[src/rtl/ess_pkg.sv]
// Shared constants and state encoding for the host command path.
package ess_pkg;

  localparam logic [7:0] SYNC_DEFAULT        = 8'hA5;
  localparam int         FRAME_PAYLOAD_BYTES = 4;

  typedef enum logic [1:0] {
    FR_HUNT    = 2'd0,
    FR_PAYLOAD = 2'd1,
    FR_CHECK   = 2'd2,
    FR_HOLD    = 2'd3
  } fr_state_e;

endpackage

[src/rtl/tick_timeout.sv]
// Counts timebase ticks while enabled; expire pulses on the tick that reaches
// TIMEOUT_TICKS. A clear in the same cycle as a tick wins.
module tick_timeout #(
  parameter int unsigned TIMEOUT_TICKS = 16
) (
  input  logic clk,
  input  logic resetn,
  input  logic clr,
  input  logic en,
  input  logic tick,
  output logic expire
);

  localparam logic [7:0] LAST_COUNT = 8'(TIMEOUT_TICKS - 1);

  logic [7:0] cnt_q, cnt_d;

  assign expire = en && tick && !clr && (cnt_q == LAST_COUNT);

  // Disabled counts as cleared, so every entry into the enabled region starts at 0.
  always_comb begin
    cnt_d = cnt_q;
    if (clr || expire || !en) begin
      cnt_d = '0;
    end else if (tick) begin
      cnt_d = cnt_q + 8'd1;
    end
  end

  always_ff @(posedge clk or negedge resetn) begin
    if (!resetn) begin
      cnt_q <= '0;
    end else begin
      cnt_q <= cnt_d;
    end
  end

endmodule

[src/rtl/cmd_framer.sv]
// Framed command parser: hunts for SYNC, collects a 4-byte payload, verifies
// the XOR checksum and presents the command on a valid/ready handshake.
module cmd_framer
  import ess_pkg::*;
#(
  parameter logic [7:0]  SYNC          = SYNC_DEFAULT,
  parameter int unsigned TIMEOUT_TICKS = 16
) (
  input  logic        clk,
  input  logic        resetn,
  input  logic        tick,
  input  logic        fifo_empty,
  input  logic [7:0]  fifo_data,
  output logic        fifo_read,
  output logic        cmd_valid,
  input  logic        cmd_ready,
  output logic [31:0] cmd_data,
  output logic        err_chk,
  output logic        err_timeout,
  output logic [15:0] frames_ok,
  output logic [7:0]  frames_bad
);

  localparam logic [1:0] LAST_IDX = 2'(FRAME_PAYLOAD_BYTES - 1);

  fr_state_e   state_q, state_d;
  logic [1:0]  idx_q, idx_d;
  logic [7:0]  chk_q, chk_d;
  logic [31:0] shift_q, shift_d;
  logic [31:0] cmd_data_q, cmd_data_d;
  logic        cmd_valid_q, cmd_valid_d;
  logic        err_chk_q, err_chk_d;
  logic        err_to_q, err_to_d;
  logic [15:0] ok_q, ok_d;
  logic [7:0]  bad_q, bad_d;
  logic        bad_inc;
  logic        to_en;
  logic        to_expire;

  // HOLD never pops, which lets the FIFO fill and backpressure the UART side.
  assign fifo_read = !fifo_empty && (state_q != FR_HOLD);
  assign to_en     = (state_q == FR_PAYLOAD) || (state_q == FR_CHECK);

  tick_timeout #(
    .TIMEOUT_TICKS(TIMEOUT_TICKS)
  ) u_timeout (
    .clk    (clk),
    .resetn (resetn),
    .clr    (fifo_read),
    .en     (to_en),
    .tick   (tick),
    .expire (to_expire)
  );

  always_comb begin
    state_d     = state_q;
    idx_d       = idx_q;
    chk_d       = chk_q;
    shift_d     = shift_q;
    cmd_data_d  = cmd_data_q;
    cmd_valid_d = cmd_valid_q;
    ok_d        = ok_q;
    err_chk_d   = 1'b0;
    err_to_d    = 1'b0;
    bad_inc     = 1'b0;

    case (state_q)
      FR_HUNT: begin
        if (fifo_read && (fifo_data == SYNC)) begin
          state_d = FR_PAYLOAD;
          idx_d   = '0;
          chk_d   = '0;
        end
      end
      FR_PAYLOAD: begin
        if (fifo_read) begin
          shift_d = {shift_q[23:0], fifo_data};
          chk_d   = chk_q ^ fifo_data;
          idx_d   = idx_q + 2'd1;
          if (idx_q == LAST_IDX) begin
            state_d = FR_CHECK;
          end
        end else if (to_expire) begin
          state_d  = FR_HUNT;
          err_to_d = 1'b1;
          bad_inc  = 1'b1;
        end
      end
      FR_CHECK: begin
        if (fifo_read) begin
          if (fifo_data == chk_q) begin
            cmd_data_d  = shift_q;
            cmd_valid_d = 1'b1;
            ok_d        = ok_q + 16'd1;
            state_d     = FR_HOLD;
          end else begin
            err_chk_d = 1'b1;
            bad_inc   = 1'b1;
            state_d   = FR_HUNT;
          end
        end else if (to_expire) begin
          state_d  = FR_HUNT;
          err_to_d = 1'b1;
          bad_inc  = 1'b1;
        end
      end
      FR_HOLD: begin
        if (cmd_valid_q && cmd_ready) begin
          cmd_valid_d = 1'b0;
          state_d     = FR_HUNT;
        end
      end
      default: state_d = FR_HUNT;
    endcase

    bad_d = (bad_inc && (bad_q != 8'hFF)) ? bad_q + 8'd1 : bad_q;
  end

  always_ff @(posedge clk or negedge resetn) begin
    if (!resetn) begin
      state_q     <= FR_HUNT;
      idx_q       <= '0;
      chk_q       <= '0;
      shift_q     <= '0;
      cmd_data_q  <= '0;
      cmd_valid_q <= 1'b0;
      err_chk_q   <= 1'b0;
      err_to_q    <= 1'b0;
      ok_q        <= '0;
      bad_q       <= '0;
    end else begin
      state_q     <= state_d;
      idx_q       <= idx_d;
      chk_q       <= chk_d;
      shift_q     <= shift_d;
      cmd_data_q  <= cmd_data_d;
      cmd_valid_q <= cmd_valid_d;
      err_chk_q   <= err_chk_d;
      err_to_q    <= err_to_d;
      ok_q        <= ok_d;
      bad_q       <= bad_d;
    end
  end

  assign cmd_valid   = cmd_valid_q;
  assign cmd_data    = cmd_data_q;
  assign err_chk     = err_chk_q;
  assign err_timeout = err_to_q;
  assign frames_ok   = ok_q;
  assign frames_bad  = bad_q;

endmodule

[config.mk]
export PLATFORM = sky130hd
export DESIGN_NAME = cmd_framer
export DESIGN_NICKNAME = d
export VERILOG_FILES = /design/src/rtl/ess_pkg.sv /design/src/rtl/tick_timeout.sv /design/src/rtl/cmd_framer.sv
export SDC_FILE = /design/constraint.sdc
export NUM_CORES = 1
export LEC_CHECK = 0
export ABC_AREA = 1
export BUFFER_PORTS_ARGS = -buffer_cell sky130_fd_sc_hd__buf_4
export CAP_MARGIN = 10
export CORE_UTILIZATION = 40
export CTS_CLUSTER_DIAMETER = 150
export DETAILED_ROUTE_END_ITERATION = 8
export PLACE_DENSITY = 0.65
export SLEW_MARGIN = 40
export SYNTH_ARGS = -nofsm -noshare
export SYNTH_HDL_FRONTEND = slang
export SYNTH_SLANG_ARGS = --single-unit
[constraint.sdc]
create_clock -name clk -period 2.15 [get_ports clk]
set_clock_uncertainty 0.2 [all_clocks]
set_input_delay 0.43 -clock clk [delete_from_list [all_inputs] [get_ports clk]]
set_output_delay 0.43 -clock clk [all_outputs]
set_load 0.05 [all_outputs]
== Word level (Yosys, flattened, before mapping) ==
Index checks and enable logic that the tools add are counted.

* Reductions and logical operators: 23
* Bitwise logic cells: 1
* Equal/unequal tests: 15
* Add/sub/neg operators: 4
* Muxes and demuxes: 28

{| class="wikitable"
|+ Operator list
! kind !! number
|-
| 8-bit 2-to-1 mux || 4
|-
| 2-bit 2-to-1 mux || 9
|-
| 16-bit by 1-bit adder with 16-bit output (second input constant) || 1
|-
| 8-bit by 1-bit adder with 8-bit output (second input constant) || 2
|-
| 8-bit case mux with 2 select lines || 1
|-
| 1-bit 2-to-1 mux || 10
|-
| 2-bit != test (second input constant) || 5
|-
| 3-bit AND reduction || 3
|-
| 8-bit by 4-bit equality test with 1-bit output (second input constant) || 1
|-
| 8-bit equality test || 1
|-
| 8-bit equality test (second input constant) || 1
|-
| 8-bit != test (second input constant) || 1
|-
| 2-bit case mux with 4 select lines || 1
|-
| 8-bit XOR || 1
|-
| 1-bit logical AND || 7
|-
| 2-bit equality test (second input constant) || 3
|-
| 2-bit nonzero test || 3
|-
| 1-bit case mux with 2 select lines || 2
|-
| 2-bit case mux with 2 select lines || 1
|-
| 4-bit AND reduction || 1
|-
| 1-bit zero test || 3
|-
| 1-bit logical OR || 3
|-
| 3-bit by 2-bit != test with 1-bit output (second input constant) || 1
|-
| 2-bit by 1-bit adder with 2-bit output (second input constant) || 1
|-
| 5 further kinds || 5
|}

* Input port bits: 13
* Bits in registers: 111
* Output and inout port bits: 60

== Longest topological paths before layout ==
* Depth in word-level cells: 9
* Gate-level depth with buffers: 11
* Gate-level depth less buffers: 11

== Hierarchy ==
A second synthesis with hierarchy kept.

* Cells, all modules: 601
* Area, all modules: 5173.7 um^2

{| class="wikitable"
|+ By module, submodules not included
! module !! cells each !! area an instance (um^2) !! times used
|-
| cmd_framer || 542 || 4717.0 || 1
|-
| tick_timeout || 59 || 456.7 || 1
|}

== Worst setup path after synthesis ==
Ideal clock, no wire load.

* Kind: reg2reg
* From: reg state_q[0]
* To: reg bad_q[5] (netlist: frames_bad[5])
* Clock period less this slack: 2.180 ns
* Required time: 1.830 ns
* Library setup time: 0.120 ns
* Cell stages (with the launch flop): 10
* Path slack: -0.030 ns
* Arrival: 1.861 ns
* Cells stage by stage: dfrtp_1 > ha_1 > nor2_4 > inv_2 > a21oi_1 > nand2_1 > nand2_4 > nand3_4 > nand2_1 > nand2_1

* Word-level cells in the longest chain between the ends: 9
* Elaborated cells between the ends (all ways): 14

{| class="wikitable"
|+ RTL lines
! element !! RTL line !! RTL
|-
| start, declared || cmd_framer.sv:26 || <nowiki>fr_state_e state_q, state_d;</nowiki>
|-
| start signal, assigned || cmd_framer.sv:132 || <nowiki>state_q <= state_d;</nowiki>
|-
| 2-bit != test (*) || cmd_framer.sv:41 || <nowiki>assign fifo_read = !fifo_empty && (state_q != FR_HOLD);</nowiki>
|-
| 1-bit logical AND (*) || cmd_framer.sv:41 ||
|-
| named net fifo_read || cmd_framer.sv:14 || <nowiki>output logic fifo_read,</nowiki>
|-
| 1-bit zero test || tick_timeout.sv:18 || <nowiki>assign expire = en && tick && !clr && (cnt_q == LAST_COUNT);</nowiki>
|-
| 1-bit logical AND (2 in series) || tick_timeout.sv:18 ||
|-
| 1-bit 2-to-1 mux || cmd_framer.sv:83, cmd_framer.sv:101 ||
|-
| 1-bit 2-to-1 mux, on equally long branches || cmd_framer.sv:90, cmd_framer.sv:76 ||
|-
| 1-bit case mux with 2 select lines (*) || cmd_framer.sv:67 || <nowiki>case (state_q)</nowiki>
|-
| 1-bit logical AND (*) || cmd_framer.sv:116 || <nowiki>bad_d = (bad_inc && (bad_q != 8'hFF)) ? bad_q + 8'd1 : bad_q;</nowiki>
|-
| end signal, assigned || cmd_framer.sv:130 || <nowiki>bad_q <= '0;</nowiki>
|-
| end signal, assigned || cmd_framer.sv:141 || <nowiki>bad_q <= bad_d;</nowiki>
|-
| end, declared || cmd_framer.sv:35 || <nowiki>logic [7:0] bad_q, bad_d;</nowiki>
|}

Mark *: on every way through the listed nets, which the timed path passes. The rest lies on a longest branch.
A chain may end at the register's enable or synchronous reset.

== Final worst setup path ==
* From: reg state_q[0]
* To: reg state_q[0]

* Word-level cells in the longest chain between the ends: 8
* Elaborated cells between the ends (all ways): 20

{| class="wikitable"
|+ RTL lines
! element !! RTL line
|-
| 2-bit by 1-bit equality test with 1-bit output (tied with other cells) || cmd_framer.sv:42, cmd_framer.sv:67
|-
| 1-bit logical OR or 1-bit logical AND (tied branches) || cmd_framer.sv:42, cmd_framer.sv:41
|-
| 1-bit logical AND or 1-bit zero test (tied branches) || tick_timeout.sv:18
|-
| 1-bit logical AND (2 in series) || tick_timeout.sv:18
|-
| 2-bit 2-to-1 mux || -
|-
| 2-bit 2-to-1 mux, on equally long branches || cmd_framer.sv:90, cmd_framer.sv:76
|-
| 2-bit case mux with 4 select lines || cmd_framer.sv:67
|}

Parallel ways exist; a longest one is shown, timed or not.

==> flow_metrics.env <==
export IMPL_rows=40
export IMPL_hold_viol_final=0
export IMPL_start_kind="flop"
export IMPL_cap_violations=0
export IMPL_clockPowerShare=0.283
export IMPL_grt_max_degree=70
export IMPL_run_status="finished, final reports clean"
export IMPL_drt_iter0_drc=215
export IMPL_clock_root_buffer="clkbuf_16"
export IMPL_slew_limit_headroom=0.633
export IMPL_crit_buf_inv=1
export IMPL_worstHoldPathType="in -> reg"
export IMPL_placed_cell_area_um2=5840
export IMPL_final_area_um2=6260
export IMPL_area_delta_synth_final_pct=23.3
export IMPL_power_density_nw_per_um2=973
export IMPL_place_gp_congestion=0.907
export IMPL_dp_hpwl_mm=7.26
export IMPL_power_leakage_nw=3.10
export IMPL_syn_inst=572
export IMPL_multiInputGateArea_um2=1930
export IMPL_ys_seq_area_frac=0.547
export IMPL_layout_nets=679
export IMPL_h_tree_depth=3
export IMPL_tightest_slew_ns=0.545
export IMPL_grt_pass1_vias=3707
export IMPL_crit_slowest_cell="dfrtp_2"
export IMPL_reg2reg_from="state_q[0]"
export IMPL_via_count=3930
export IMPL_start_util=0.416
export IMPL_fmax_mhz=481
export IMPL_grt_use_total=0.169
export IMPL_synth_cell_types=36
export IMPL_portBuffers=72
export IMPL_switching_share=0.351
export IMPL_min_from="tick"
export IMPL_wl_mm=10.3
export IMPL_path_clk_slew_ns=0.08
export IMPL_boundaryPins=73
export IMPL_min_period_ns=2.08
export IMPL_p_int_mw=3.95
export IMPL_clockBufferDepth=2
export IMPL_holdPathEnd="u_timeout.cnt_q[1]"
export IMPL_cts_buffers_inserted=9
export IMPL_antenna_found_initial=0
export IMPL_layout_worst_path_cycle_share=0.967
export IMPL_cp_max_fo=6
export IMPL_seqCellArea_um2=2780
export IMPL_overflow=0
export IMPL_drive_above_1_share=0.204
export IMPL_hold_depth=2
export IMPL_clock_latency_ns=0.35
export IMPL_netlist_area_um2=5080
export IMPL_vias_per_cell=4.73
export IMPL_cts_tree="yes"
export IMPL_seq_power_share=0.441
export IMPL_wl_per_cell_um=12.4
export IMPL_critPathTopFamily="compound AO/OA/AOI/OAI gates"
export IMPL_die_y_um=115
export IMPL_clock_sinks=111
export IMPL_fillers=1166
export IMPL_final_antenna_net_count=0
export IMPL_critPathMaxStageDelay_ns=0.45
export IMPL_antenna_cells=0
export IMPL_combPwrFrac=0.276
export IMPL_dr_pass1_iters=4
export IMPL_critPathKind="reg -> reg"
export IMPL_required_ns=2.18
export IMPL_rsz0062_at_grt="yes"
export IMPL_synth_seq_cells=111
export IMPL_r2r_end="state_q[0]"
export IMPL_syn_area_per_cell_um2=8.88
export IMPL_p_switching_mw=2.14
export IMPL_syn_nets=594
export IMPL_startpoint="state_q[0]"
export IMPL_peakVddDrop_mv=0.362
export IMPL_r2r_cells=8
export IMPL_die_area_um2=13100
export IMPL_grt_pass1_wl_mm=17.5
export IMPL_yosysWarnings=0
export IMPL_setup_viol=0
export IMPL_cp_arrival_ns=2.11
export IMPL_core_area_um2=12200
export IMPL_drc=0
export IMPL_r2r_setup_slack_ns=0.07
export IMPL_crit_chain="ha_2 -> nor2_4 -> buf_12 -> nand4_2 -> o21ai_2 -> o21ai_1 -> o21ai_0 -> nand2_1"
export IMPL_endpoint_kind="flop"
export IMPL_total_power_mw=6.09
export IMPL_die_w_um=115
export IMPL_drv_slew=0
[placed cells by master, fill, tap and decap left out, types with 6 or more instances in the layout]
master / count
buf_4: 83
nand2_1: 165
dfrtp_1: 110
xnor2_1: 6
inv_1: 72
nand3_1: 16
clkbuf_16: 9
nand4_1: 15
o21ai_1: 16
o21ai_0: 68
nor2_2: 7
nor2_1: 17
xor2_1: 15
ha_1: 8
[per-stage QoR]
stage	setup slack (ns)	TNS, ns	hold WS, ns	utilization	cells
2_1_floorplan	0.0408	0	-0.0656	-	572
3_3_place_gp	0.0242	0	0.127	0.478	804
3_5_place_dp	0.0233	0	0.129	0.478	804
4_1_cts	0.0345	0	0.101	0.506	822
5_1_grt	-0.0482	-0.312	0.107	0.513	830
6_report	0.0704	0	0.113	0.513	830
[cell usage after synthesis]
cell type | n | share of area
buf_2 | 2 | 0.0020
nor3b_1 | 2 | 0.0030
o21ai_0 | 68 | 0.067
a21oi_1 | 6 | 0.0059
a31oi_1 | 1 | 0.0012
nand4_1 | 15 | 0.018
inv_1 | 74 | 0.055
nand2_1 | 165 | 0.12
clkbuf_1 | 7 | 0.0052
nand2_2 | 2 | 0.0025
nand3b_1 | 2 | 0.0030
nand3_1 | 16 | 0.016
nor2_2 | 7 | 0.0086
nor3_1 | 5 | 0.0049
inv_2 | 3 | 0.0022
o21ai_2 | 1 | 0.0017
nor2_4 | 4 | 0.0089
o31ai_1 | 1 | 0.0015
nand4_4 | 1 | 0.0042
xnor2_1 | 6 | 0.010
ha_1 | 9 | 0.022
nor4_1 | 1 | 0.0012
nand2_4 | 1 | 0.0022
xor2_1 | 15 | 0.026
nand4_2 | 1 | 0.0025
nor3_2 | 2 | 0.0039
nand3_4 | 1 | 0.0035
dfrtp_1 | 111 | 0.55
buf_6 | 3 | 0.0067
o211ai_2 | 1 | 0.0025
o21ai_1 | 16 | 0.016
buf_4 | 3 | 0.0044
nand3_2 | 1 | 0.0020
a21boi_0 | 1 | 0.0015
nor3_4 | 1 | 0.0032
nor2_1 | 17 | 0.013
[power by group through the flow]
stage | Combinational, mW | Clock, mW | Sequential, mW
global placement | 1.55 | 0 | 2.70
finish | 1.68 | 1.72 | 2.69
floorplan | 1.05 | 0 | 2.80
CTS | 1.61 | 1.78 | 2.68
detailed placement | 1.59 | 0 | 2.73
global route | 1.93 | 1.85 | 2.73
[layer usage]
layer  track usage  up-vias  routed length, um
met1         0.227     1842               4890
met3        0.0244       17                401
met4        0.0831        0                230
li1              -     1998                  -
met2         0.270       73               4810
met5             0        -                  0
[repair_timing]
| action | CTS | global route |
|---|---|---|
| resized for setup | 0 | 6 |
| pin swaps | 1 | 4 |
| setup endpoints to repair | 1 | 23 |
| setup buffers | 1 | 8 |
| gates cloned | 0 | 0 |
| endpoints found under the hold margin | 17 | 0 |
| hold buffers | 1 | 0 |
[worst max path at each step]
stage               cells after the start            end  slack, ns
floorplan                               7       idx_q[0]       0.04
global placement                        9     state_q[1]       0.02
detailed placement                      9     state_q[1]       0.02
CTS                                    11  frames_bad[2]       0.03
global route                           11  frames_bad[0]      -0.05
finish                                  8     state_q[0]       0.07
[sequential cells by signal, summed over array words and instances (netlist names)]
register and cells:
chk_q 8, state_q 2, u_timeout.cnt_q 8, cmd_data 32, frames_bad 8, cmd_valid 1
idx_q 2, err_timeout 1, shift_q 32, err_chk 1, frames_ok 16
[kinds of logic after synthesis]
logic type / Yosys count / share of synthesized area
AO/OA/AOI/OAI: 95 / 0.0971
adder cells (fa/ha/maj): 9 / 0.0222
XOR/XNOR: 21 / 0.0362
AND/OR/NAND/NOR: 244 / 0.222
flip-flops: 111 / 0.547
buffers and inverters: 92 / 0.0752
[area by class of cell]
class / count / area share
Inverter: 77 / 0.0466
Multi-Input combinational cell: 369 / 0.309
Sequential cell: 111 / 0.444
Clock inverter: 7 / 0.0138
Timing Repair Buffer: 89 / 0.117
Clock buffer: 9 / 0.0360
Tap cell: 168 / 0.0336
(Power assumes the default switching activity.)
